$ cat config.mk
export PLATFORM = sky130hd
export DESIGN_NAME = pat_video_timing_gen
export DESIGN_NICKNAME = d
export VERILOG_FILES = /design/src/rtl/pat_video_timing_gen.sv
export SDC_FILE = /design/constraint.sdc
export NUM_CORES = 1
export LEC_CHECK = 0
export ABC_AREA = 1
export CAP_MARGIN = 20
export CORE_MARGIN = 2
export CORE_UTILIZATION = 40
export CTS_BUF_LIST = sky130_fd_sc_hd__clkbuf_2
export DETAILED_ROUTE_END_ITERATION = 12
export PLACE_DENSITY_LB_ADDON = 0.3
export SYNTH_ARGS = -nofsm -noshare
export SYNTH_HDL_FRONTEND = slang
export SYNTH_SLANG_ARGS = --single-unit
$ cat constraint.sdc
create_clock -name clk -period 1.23 [get_ports clk]
set_input_delay 0.246 -clock clk [delete_from_list [all_inputs] [get_ports clk]]
set_output_delay 0.246 -clock clk [all_outputs]
set_load 0.005 [all_outputs]
$ cat src/rtl/pat_video_timing_gen.sv
`default_nettype none
// ============================================================================
// Module   : pat_video_timing_gen
// Brief    : Triggered raster timing generator; emits one frame of registered
//            h_sync / v_sync / de plus pixel coordinates per accepted trigger.
//            Define VTG_FREE_RUN_EN for continuous back-to-back frames.
// Revision : 1.0 - initial release
// ============================================================================
module pat_video_timing_gen #(
    parameter int unsigned H_ACTIVE = 1920,
    parameter int unsigned H_FP     = 88,
    parameter int unsigned H_SYNC   = 44,
    parameter int unsigned H_BP     = 148,
    parameter int unsigned V_ACTIVE = 1080,
    parameter int unsigned V_FP     = 4,
    parameter int unsigned V_SYNC   = 5,
    parameter int unsigned V_BP     = 36
) (
    input  logic        clk,
    input  logic        rst_n,
    input  logic        frame_trig,
    input  logic        abort,
    output logic        frame_busy,
    output logic        h_sync_out,
    output logic        v_sync_out,
    output logic        de_out,
    output logic [11:0] pix_x,
    output logic [10:0] pix_y,
    output logic        frame_done,
    output logic [15:0] frame_cnt
);

    localparam logic [11:0] c_h_active     = 12'(H_ACTIVE);
    localparam logic [11:0] c_h_sync_start = 12'(H_ACTIVE + H_FP);
    localparam logic [11:0] c_h_sync_end   = 12'(H_ACTIVE + H_FP + H_SYNC);
    localparam logic [11:0] c_h_last       = 12'(H_ACTIVE + H_FP + H_SYNC + H_BP - 1);
    localparam logic [10:0] c_v_active     = 11'(V_ACTIVE);
    localparam logic [10:0] c_v_sync_start = 11'(V_ACTIVE + V_FP);
    localparam logic [10:0] c_v_sync_end   = 11'(V_ACTIVE + V_FP + V_SYNC);
    localparam logic [10:0] c_v_last       = 11'(V_ACTIVE + V_FP + V_SYNC + V_BP - 1);

    localparam logic [0:0] c_st_idle = 1'b0;
    localparam logic [0:0] c_st_run  = 1'b1;

    logic [0:0]  r_state;
    logic [0:0]  w_state_nxt;
    logic [11:0] r_h_cnt;
    logic [11:0] w_h_nxt;
    logic [10:0] r_v_cnt;
    logic [10:0] w_v_nxt;
    logic        w_last;
    logic        w_frame_end;
    logic        w_run;
    logic        w_de;
    logic        w_h_sync;
    logic        w_v_sync;

    logic        r_busy;
    logic        r_h_sync;
    logic        r_v_sync;
    logic        r_de;
    logic [11:0] r_pix_x;
    logic [10:0] r_pix_y;
    logic        r_end_d;
    logic        r_frame_done;
    logic [15:0] r_frame_cnt;

    assign w_run    = (r_state == c_st_run);
    assign w_last   = (r_h_cnt == c_h_last) && (r_v_cnt == c_v_last);
    assign w_de     = (r_h_cnt < c_h_active) && (r_v_cnt < c_v_active);
    assign w_h_sync = (r_h_cnt >= c_h_sync_start) && (r_h_cnt < c_h_sync_end);
    assign w_v_sync = (r_v_cnt >= c_v_sync_start) && (r_v_cnt < c_v_sync_end);

    always_comb begin
        w_state_nxt = r_state;
        w_h_nxt     = r_h_cnt;
        w_v_nxt     = r_v_cnt;
        w_frame_end = 1'b0;
        case (r_state)
            c_st_idle: begin
                w_h_nxt = '0;
                w_v_nxt = '0;
                if (frame_trig && !abort) begin
                    w_state_nxt = c_st_run;
                end
            end
            c_st_run: begin
                if (abort) begin
                    w_state_nxt = c_st_idle;
                    w_h_nxt     = '0;
                    w_v_nxt     = '0;
                end else if (w_last) begin
                    w_frame_end = 1'b1;
                    w_h_nxt     = '0;
                    w_v_nxt     = '0;
`ifdef VTG_FREE_RUN_EN
                    w_state_nxt = c_st_run;
`else
                    w_state_nxt = c_st_idle;
`endif
                end else if (r_h_cnt == c_h_last) begin
                    w_h_nxt = '0;
                    w_v_nxt = r_v_cnt + 11'd1;
                end else begin
                    w_h_nxt = r_h_cnt + 12'd1;
                end
            end
            default: begin
                w_state_nxt = c_st_idle;
                w_h_nxt     = '0;
                w_v_nxt     = '0;
            end
        endcase
    end

    always_ff @(posedge clk or negedge rst_n) begin
        if (!rst_n) begin
            r_state <= c_st_idle;
            r_h_cnt <= '0;
            r_v_cnt <= '0;
        end else begin
            r_state <= w_state_nxt;
            r_h_cnt <= w_h_nxt;
            r_v_cnt <= w_v_nxt;
        end
    end

    // Outputs trail the counters by one cycle; frame_done trails the last
    // position by two so it lands on the first cycle after the frame ends.
    always_ff @(posedge clk or negedge rst_n) begin
        if (!rst_n) begin
            r_busy       <= 1'b0;
            r_h_sync     <= 1'b0;
            r_v_sync     <= 1'b0;
            r_de         <= 1'b0;
            r_pix_x      <= '0;
            r_pix_y      <= '0;
            r_end_d      <= 1'b0;
            r_frame_done <= 1'b0;
            r_frame_cnt  <= '0;
        end else begin
            r_busy       <= w_run;
            r_h_sync     <= w_run && w_h_sync;
            r_v_sync     <= w_run && w_v_sync;
            r_de         <= w_run && w_de;
            r_pix_x      <= w_run ? r_h_cnt : '0;
            r_pix_y      <= w_run ? r_v_cnt : '0;
            r_end_d      <= w_frame_end;
            r_frame_done <= r_end_d;
            if (r_end_d) begin
                r_frame_cnt <= r_frame_cnt + 16'd1;
            end
        end
    end

    assign frame_busy = r_busy;
    assign h_sync_out = r_h_sync;
    assign v_sync_out = r_v_sync;
    assign de_out     = r_de;
    assign pix_x      = r_pix_x;
    assign pix_y      = r_pix_y;
    assign frame_done = r_frame_done;
    assign frame_cnt  = r_frame_cnt;

endmodule
`default_nettype wire

==> results.md <==
- DP Area: 4290 sq um
- Sequential area share after synthesis: 54.0%
- First drt pass iteration count: 4
- Post-Syn Area per Cell: 8.55 sq um
- Arrival time at the worst endpoint: 1920 ps
- # IOs: 48
- Hold crit path type: in2async
- Routed Antenna Nets: 0
- Worst reg2reg path depth: 7
- Initial Util: just over 40%
- Pin count of the biggest net entering global routing: 29
- Core box area: 7730 sq um
- Routed vias/inst: about 4.9
- Worst-path clk slew: 210 ps
- Max-slew headroom: 73.6%
- H-tree levels: 3
- Placed insts: approximately 580
- Vias: 3,128
- R2r setup slk: -250 ps
- Fin area: 5030 sq um
- Worst-margin pin slew: between 300 and 400 ps
- Total track usage: 20.7%
- DRC: 0
- Chip Height: slightly above 90 um
- Critical Path End Type: flop
- Max-cap violations: 0
- Root Driver: clkbuf_2
- First-pass GRT wire length: 14,100 um
- Worst hold slack: 139 ps
- Ys Warns: 0
- ANT cells: 0
- Layout cells sized above 1: 50.5%
- Most common cell after layout, fill and taps aside: buf_4
- Gr ovfl total: 0
- Slowest CP cell: dfrtp_1
- Crit path time final: 1480 ps
- Bufs on Longest Clock Path: 2
- Initial antenna violation count: 0
- Critical Path RT: 1670 ps
- DIE AREA: 8720 sq um
- RSZ-0062 raised after global routing: true
- Cells after synthesis: 374
- FMAX: 674 MHz
- Crit-path cells: nand2_1 -> nor2_2 -> nand3_4 -> buf_6 -> inv_2 -> nand4_1 -> o21ai_1
- Non-Filler Instances: 641
- CP max FO: 6
- CP peak stage delay: 510 ps
- HPWL after DPL: ~5100 um
- Post-Syn Area: 3200 sq um
- Net count reported at finish: about 540
- Final wirelength: 9200 um
- CTS tree: built
- Standard-cell rows: 32
- Fin. max-slew vios: 0
- Inserted Clock Buffers: 9
- Synth cell types: 33
- DRT iter0 DRCs: 239
- Routability congestion estimate: 0.911
- Fin util: 65.0%
- Final Hold Fails: 0
- Worst-Skew Late Latency: 520 ps
- Startpoint Class: flop
- Reg2reg start: r_h_cnt[7]
- IO buf count: 47
- Fin Clk Skew: 37.2 ps
- Critical path type: reg2reg
- Peak VDD IR: 0.382 mV
- Status: complete, but fails checks
- Most frequent cells in the layout: 83 x buf_4, 68 x nand2_1, 65 x dfrtp_1
- Total leakage power: 2.72 nW
- Final count of negative-setup-slack endpoints: between 80 and 90
- Failing checks: setup timing
- Dpl ws: -295 ps
- #FFs+latches synth: 69
- R2r endpoint: r_v_cnt[0]
- DR WL/cell: ~14 um
- Setup slack after layout: -253 ps
- Pwr Density: 777 nW/um^2
- Clock sinks: 69
- Syn Nets: 383
- Vias in the first global route: 3,102
- Die Width: 93.4 um
- Part of the cycle the worst path needs: 121%
- Area grow syn2layout: 57.2%
[cell type report]
type | instances | area (sq um)
fill | 607 | 2700
multi-input combinational | 233 | 1630
clock buffer | 10 | 50.0
sequential | 69 | 1730
inverter | 67 | 251
timing repair buffer | 154 | 1170
clock inverter | 6 | 63.8
tap | 102 | 128
[kinds of logic after synthesis]
logic type	Yosys count	synth area share, %
XOR/XNOR	11	3.01
AND/OR/NAND/NOR	192	27.5
multiplexers	1	0.352
buffers and inverters	75	9.71
flip-flops	69	54.0
adder cells (fa/ha/maj)	5	1.96
AO/OA/AOI/OAI	21	3.48
[state kept, by name (all words and copies together), names as in the netlist]
name,cells
de_out,1
frame_busy,1
frame_cnt,16
frame_done,1
h_sync_out,1
pix_x,12
pix_y,11
r_end_d,1
r_h_cnt,12
r_state,1
r_v_cnt,11
v_sync_out,1
[Yosys cell counts]
cell type	instances	area, sq um
a21o_1	1	7.51
a21oi_1	9	45.0
a32oi_1	1	8.76
and3_1	1	6.26
buf_2	2	10.0
buf_4	2	15.0
buf_6	1	11.3
buf_8	1	15.0
clkbuf_1	2	7.51
dfrtp_1	69	1730
ha_1	5	62.6
inv_1	63	236
inv_2	4	15.0
mux2_2	1	11.3
nand2_1	84	315
nand2_2	1	6.26
nand2_4	1	11.3
nand3_1	28	140
nand3_2	1	10.0
nand3_4	1	17.5
nand4_1	9	56.3
nor2_1	44	165
nor2_2	6	37.5
nor2_4	2	22.5
nor3_1	9	45.0
nor3_2	2	20.0
nor3b_2	1	12.5
nor4_1	1	6.26
o21ai_0	9	45.0
o21ai_1	1	5.00
or2_2	1	6.26
xnor2_1	4	35.0
xor2_1	7	61.3
[where the power goes]
group | internal (mW) | switching [mW]
clock | 0.473 | 0.824
sequential | 2.29 | 0.00839
combinational | 0.119 | 0.192
total | 2.88 | 1.02
[worst max-delay path: cells and delay by family (launching register included)]
family / cells / cell delay [ps]
buf+inv: 2 / 270
compound gates: 1 / 100
simple gates: 4 / 520
flops: 1 / 510
[what timing repair did]
action / in CTS / in global routing
endpoints found under the hold margin: 69 / 0
cloned: 3 / 0
resized for setup: 235 / 64
pin swaps: 30 / 29
setup endpoints to repair: 82 / 86
hold buffers: 1 / 0
buffers inserted: 33 / 15
[how the worst max path moves through the flow]
stage                 start           end  depth (start not counted)
2_1_floorplan    r_v_cnt[0]   r_v_cnt[10]                          9
3_3_place_gp          abort    r_v_cnt[6]                          7
3_5_place_dp          abort    r_v_cnt[6]                          7
4_1_cts        frame_cnt[1]  frame_cnt[1]                          2
5_1_grt         r_h_cnt[10]    r_v_cnt[0]                          8
6_report         r_h_cnt[7]    r_v_cnt[0]                          7
[per-layer routing]
layer,up-vias,routed length [um],track usage [%]
met3,17,427,3.46
met4,0,212,10.0
met1,1536,3650,25.1
met2,88,4920,35.6
met5,-,0,0
li1,1487,-,-
[through the flow]
step / TNS (ps) / total power, mW
after floorplan: -905 / 2.44
after CTS: -8370 / 3.92
final: -8530 / 3.90
after global placement: -5300 / 2.57
after detailed placement: -6540 / 2.57
after global routing: -14790 / 4.10
No activity file was read; power rests on OpenSTA's default activity.
